<file path="src/rtl/pri_decoder_3to8_seq.sv">
// Sequenced 3-to-8 decoder: buffers codes in a FIFO and drives each as a
// registered one-hot until acknowledged or timed out, with a zero cycle between selects.
module pri_decoder_3to8_seq #(
    parameter int DEPTH   = 4,
    parameter int TIMEOUT = 16
) (
    input  logic                     clk,
    input  logic                     rst_n,
    input  logic                     in_valid,
    output logic                     in_ready,
    input  logic [2:0]               in_code,
    output logic [7:0]               out,
    input  logic                     out_ack,
    output logic                     busy,
    output logic                     timeout_err,
    output logic [$clog2(DEPTH):0]   level
);

    localparam int AW = $clog2(DEPTH);
    localparam logic [AW:0] FULL_LVL = (AW+1)'(DEPTH);
    localparam logic [7:0]  TMAX     = 8'(TIMEOUT - 1);

    typedef enum logic [1:0] {IDLE, DRIVE, GAP} state_t;

    state_t         state, state_nxt;
    logic [2:0]     mem [DEPTH];
    logic [AW-1:0]  rd_ptr, wr_ptr;
    logic [AW:0]    count;
    logic [7:0]     timer, timer_nxt;
    logic [7:0]     out_nxt;
    logic           terr_nxt;
    logic           push, pop, full, empty;

    assign full     = (count == FULL_LVL);
    assign empty    = (count == '0);
    assign in_ready = ~full;
    assign push     = in_valid & ~full;
    assign level    = count;
    assign busy     = (state != IDLE) | ~empty;

    // Storage is not reset; entries are only read after being written.
    always_ff @(posedge clk) begin
        if (push)
            mem[wr_ptr] <= in_code;
    end

    always_ff @(posedge clk or negedge rst_n) begin
        if (!rst_n) begin
            rd_ptr <= '0;
            wr_ptr <= '0;
            count  <= '0;
        end else begin
            if (push)
                wr_ptr <= wr_ptr + AW'(1);
            if (pop)
                rd_ptr <= rd_ptr + AW'(1);
            case ({push, pop})
                2'b10:   count <= count + (AW+1)'(1);
                2'b01:   count <= count - (AW+1)'(1);
                default: count <= count;
            endcase
        end
    end

    always_ff @(posedge clk or negedge rst_n) begin
        if (!rst_n) begin
            state       <= IDLE;
            timer       <= '0;
            out         <= '0;
            timeout_err <= 1'b0;
        end else begin
            state       <= state_nxt;
            timer       <= timer_nxt;
            out         <= out_nxt;
            timeout_err <= terr_nxt;
        end
    end

    always_comb begin
        state_nxt = state;
        timer_nxt = timer;
        out_nxt   = out;
        terr_nxt  = 1'b0;
        pop       = 1'b0;
        case (state)
            IDLE, GAP: begin
                out_nxt   = '0;
                state_nxt = IDLE;
                if (!empty) begin
                    pop       = 1'b1;
                    out_nxt   = 8'(1) << mem[rd_ptr];
                    timer_nxt = '0;
                    state_nxt = DRIVE;
                end
            end
            DRIVE: begin
                // Ack takes precedence over a coincident timeout.
                if (out_ack) begin
                    out_nxt   = '0;
                    state_nxt = GAP;
                end else if (timer == TMAX) begin
                    out_nxt   = '0;
                    terr_nxt  = 1'b1;
                    state_nxt = GAP;
                end else begin
                    timer_nxt = timer + 8'd1;
                end
            end
            default: begin
                out_nxt   = '0;
                state_nxt = IDLE;
            end
        endcase
    end

endmodule

</file>
<file path="config.mk">
export PLATFORM = sky130hd
export DESIGN_NAME = pri_decoder_3to8_seq
export DESIGN_NICKNAME = d
export VERILOG_FILES = /design/src/rtl/pri_decoder_3to8_seq.sv
export SDC_FILE = /design/constraint.sdc
export NUM_CORES = 1
export LEC_CHECK = 0
export CAP_MARGIN = 10
export CORE_MARGIN = 4
export CORE_UTILIZATION = 58
export DETAILED_ROUTE_END_ITERATION = 16
export MAX_ROUTING_LAYER = met4
export PLACE_DENSITY = 0.83
export SYNTH_ARGS = -nofsm -noshare
export SYNTH_HDL_FRONTEND = slang
export SYNTH_SLANG_ARGS = --single-unit
</file>
<file path="constraint.sdc">
create_clock -name clk -period 4.35 [get_ports clk]
set_input_delay 0.6525 -clock clk [delete_from_list [all_inputs] [get_ports clk]]
set_output_delay 0.6525 -clock clk [all_outputs]
set_load 0.02 [all_outputs]
</file>
==> summary.md <==
| Metric | Value |
|---|---|
| Sequential-to-total area share from yosys stat | `59.4%` |
| Vias in the first global route | `1127` |
| Cell depth of the worst flop-to-flop path | `9` |
| Post-route DRC | `0` |
| First-pass GRT wire length | `4.89 mm` |
| CTS tree | `done` |
| Area of the core | `0.00278 mm2` |
| Ys Warns | `0` |
| Peak VDD IR | `0.567 mV` |
| FF+latch area | `0.00101 mm2` |
| Boundary Pins | `21` |
| Slew HR | `60.6%` |
| Initial antenna violation count | `0` |
| Worst path bufs/invs | `2` |
| Synthesized area per cell | `12.7 um2` |
| RSZ-0062 raised after global routing | `no` |
| Iter 0 DRT Violations | `39` |
| Routed WL | `2.85 mm` |
| Clock Sink Count | `38` |
| Reg2Reg Setup Slack | `2.09 ns` |
| Fillers | `199` |
| Pleak | `0.840 nW` |
| Starting Density | `61.2%` |
| Crit path DAT | `1.66 ns` |
| Flops & latches, synth | `38` |
| GRT Max-Usage Layer | `met2` |
| Clock slew at reported path FFs | `0.10 ns` |
| Count of final max-slew check failures | `0` |
| Drt pass-1 iters | `4` |
| Unique cell type count in the Yosys netlist | `39` |
| Fin. Hold Viols | `0` |
| Worst hold slack | `0.491 ns` |
| Clk Latency, worst-skew pair | `0.34 ns` |
| Multi-input combinational cell area | `634 um2` |
| Max Cap Violations | `0` |
| Power, Total | `0.00126 W` |
| Reg2Reg Capture Point | `level[2]` |
| Row count | `19` |
| Avg WL per Cell | `15.0 um` |
| Worst-path fanout max | `6` |
| Share of layout cells above drive strength 1 | `11.3%` |
| CP endpoint kind | `output port` |
| Setup Skew | `0.00360 ns` |
| Layout net count | `172` |
| Via density per instance | `5.61` |
| Pwr dens | `637 mW/mm2` |
| Routability congestion estimate | `0.759` |
| Post-Synthesis Cell Area | `0.00170 mm2` |
| DRT antenna net count | `0` |
| Mapped Cells | `134` |
| Delay-heaviest family, CP | `buffers and inverters` |
| Slew @ Worst Pin | `0.590 ns` |
| CP max-delay cell | `clkdlybuf4s50_1` |
| Die height | `62.2 um` |
| Worst EP required | `3.70 ns` |
| Met2 global-route usage | `26.3%` |
| Congestion Overflow GR | `0` |
| Ant diodes | `0` |
| Worst Hold Launch | `out[1]` |
| Worst Path Class, Setup | `flop to output port` |
| Post CTS Setup Buffer Count | `0` |
| Htree depth | `2` |
| Chip width | `62.2 um` |
| Hold Path End | `out[1]` |
| Final setup viols | `0` |
| Total CTS buffers | `5` |
| IO Port Bufs | `20` |
| Clk root buf | `clkbuf_4` |
| Post-CTS Hold Fix Bufs | `0` |
| Via count | `1066` |
| Post-route cell area | `0.00198 mm2` |
| Maximum clock rate | `0.432 GHz` |
| Reg-to-reg startpoint | `level[0]` |
| Dpl cell area | `0.00191 mm2` |
| Met1 Track Usage GR | `19.3%` |
| Total negative slack | `0 ns` |
| Met3 usage | `2.88%` |
| Max clock buf depth | `2` |
| Final Util | `71.2%` |
| Post-Syn Nets | `148` |
| Slowest stage delay, CP | `0.64 ns` |
| Status | `completed` |
| Dpl hpwl | `2.11 mm` |
| CP cell instances | `inv_1, nand3_1, clkdlybuf4s50_1` |
| Die area | `0.00387 mm2` |
| CTS resizes | `0` |
| Hold-critical path depth | `2` |
| Syn-to-layout area delta | `16.2%` |
| Fin crit period | `2.31 ns` |
| Fin crit share | `53.2%` |
| Worst setup SP type | `flop` |
| Min-Delay Path Class | `flop to flop` |
| Largest net degree at the start of global routing | `27` |
| Total GRT Usage | `16.2%` |
-- per-stage QoR --
step	std cells	setup WS, ns
6_report	190	2.04
2_1_floorplan	134	2.13
3_3_place_gp	181	1.96
3_5_place_dp	181	1.83
5_1_grt	190	1.89
4_1_cts	189	2.03
-- registers in the layout, indices dropped and copies added, names as in the netlist --
| name | flops |
|---|---|
| wr_ptr | 2 |
| state | 2 |
| timeout_err | 1 |
| timer | 8 |
| level | 3 |
| out | 8 |
| mem | 12 |
| rd_ptr | 2 |
-- report_power, final --
group          total (W)  internal [W]  switching, W
Sequential      0.000557      0.000475     0.0000822
Clock           0.000166     0.0000607      0.000105
Combinational   0.000538      0.000248      0.000291
Total            0.00126      0.000783      0.000478
-- metal layers --
metal  share of wire (%)  up-vias
met4                 1.3        0
met2                  50       25
met5                   0        -
met3                 4.6        6
li1                    -      521
met1                  44      514
-- worst register-to-register path: stages, from the launching register on --
cell and delay, ns:
dfrtp_1 0.43, nor3_1 0.09, or2_1 0.37, inv_2 0.22, ha_1 0.21, inv_1 0.06, fa_1 0.38, xor2_1 0.16
nor2_1 0.12, xor2_1 0.16
-- layout make-up --
cell class	instances	share of cell area [%]
flip-flops and latches	38	51.1
repair buffers	21	10.9
clock buffers	6	2.09
multi-input cells	84	32.0
clock inverters	2	0.442
inverters	8	1.52
well taps	31	1.96
-- synthesized netlist by cell type --
cell / instances / area share, %
o21ai_0: 1 / 0.29
o21ai_1: 4 / 1.2
or2_1: 1 / 0.37
xnor2_1: 5 / 2.6
nand3_1: 4 / 1.2
a21o_2: 1 / 0.51
a21oi_2: 1 / 0.51
a32o_1: 2 / 1.2
nand2_1: 15 / 3.3
a22o_1: 1 / 0.51
buf_4: 1 / 0.44
or3b_4: 1 / 0.66
and2_1: 1 / 0.37
buf_2: 1 / 0.29
ha_1: 6 / 4.4
nor3_1: 1 / 0.29
edfxtp_1: 12 / 21
xor2_1: 4 / 2.1
a21o_1: 1 / 0.44
nand2b_1: 2 / 0.73
o211ai_1: 1 / 0.44
buf_6: 1 / 0.66
nor3b_1: 2 / 0.88
mux4_2: 3 / 4.0
nor4_2: 2 / 1.5
mux2_2: 1 / 0.66
nand4_1: 2 / 0.73
and3_1: 6 / 2.2
fa_1: 1 / 1.2
clkbuf_1: 1 / 0.22
a21oi_1: 2 / 0.59
o31ai_1: 3 / 1.3
inv_1: 7 / 1.5
inv_2: 1 / 0.22
or3_1: 1 / 0.37
dfrtp_1: 26 / 38
mux2i_1: 2 / 1.2
nor2_1: 6 / 1.3
nor2_2: 1 / 0.37
-- cell usage in the layout, fill, tap and decap left out, types with 2 or more instances in the layout --
cell type         n
ha_1              6
a32o_1            2
clkdlybuf4s50_1  20
mux2i_1           2
xnor2_1           5
nand2b_1          2
inv_1             7
nand4_1           2
a21oi_1           2
o21ai_1           4
nor3b_1           2
o31ai_1           3
dfrtp_1          26
xor2_1            4
clkbuf_4          5
nand2_1          15
mux4_2            3
nor2_1            6
and3_1            6
nor4_2            2
edfxtp_1         12
nand3_1           4
-- kinds of logic after synthesis --
group / count (synthesis) / synth area share [%]
compound gates: 17 / 6.98
xor+xnor: 9 / 4.63
fa+ha+maj: 7 / 5.58
buf+inv: 12 / 3.38
flops: 38 / 59.4
mux: 6 / 5.80
simple gates: 45 / 14.3
-- worst max-delay path by stage --
stage,start,end,cells past startpoint
after floorplan,level[0],level[2],10
after global placement,in_valid,level[2],9
after detailed placement,in_valid,level[2],9
after CTS,level[0],in_ready,3
after global routing,level[0],level[2],9
final,level[0],in_ready,3
No activity file was read; power rests on OpenSTA's default activity.
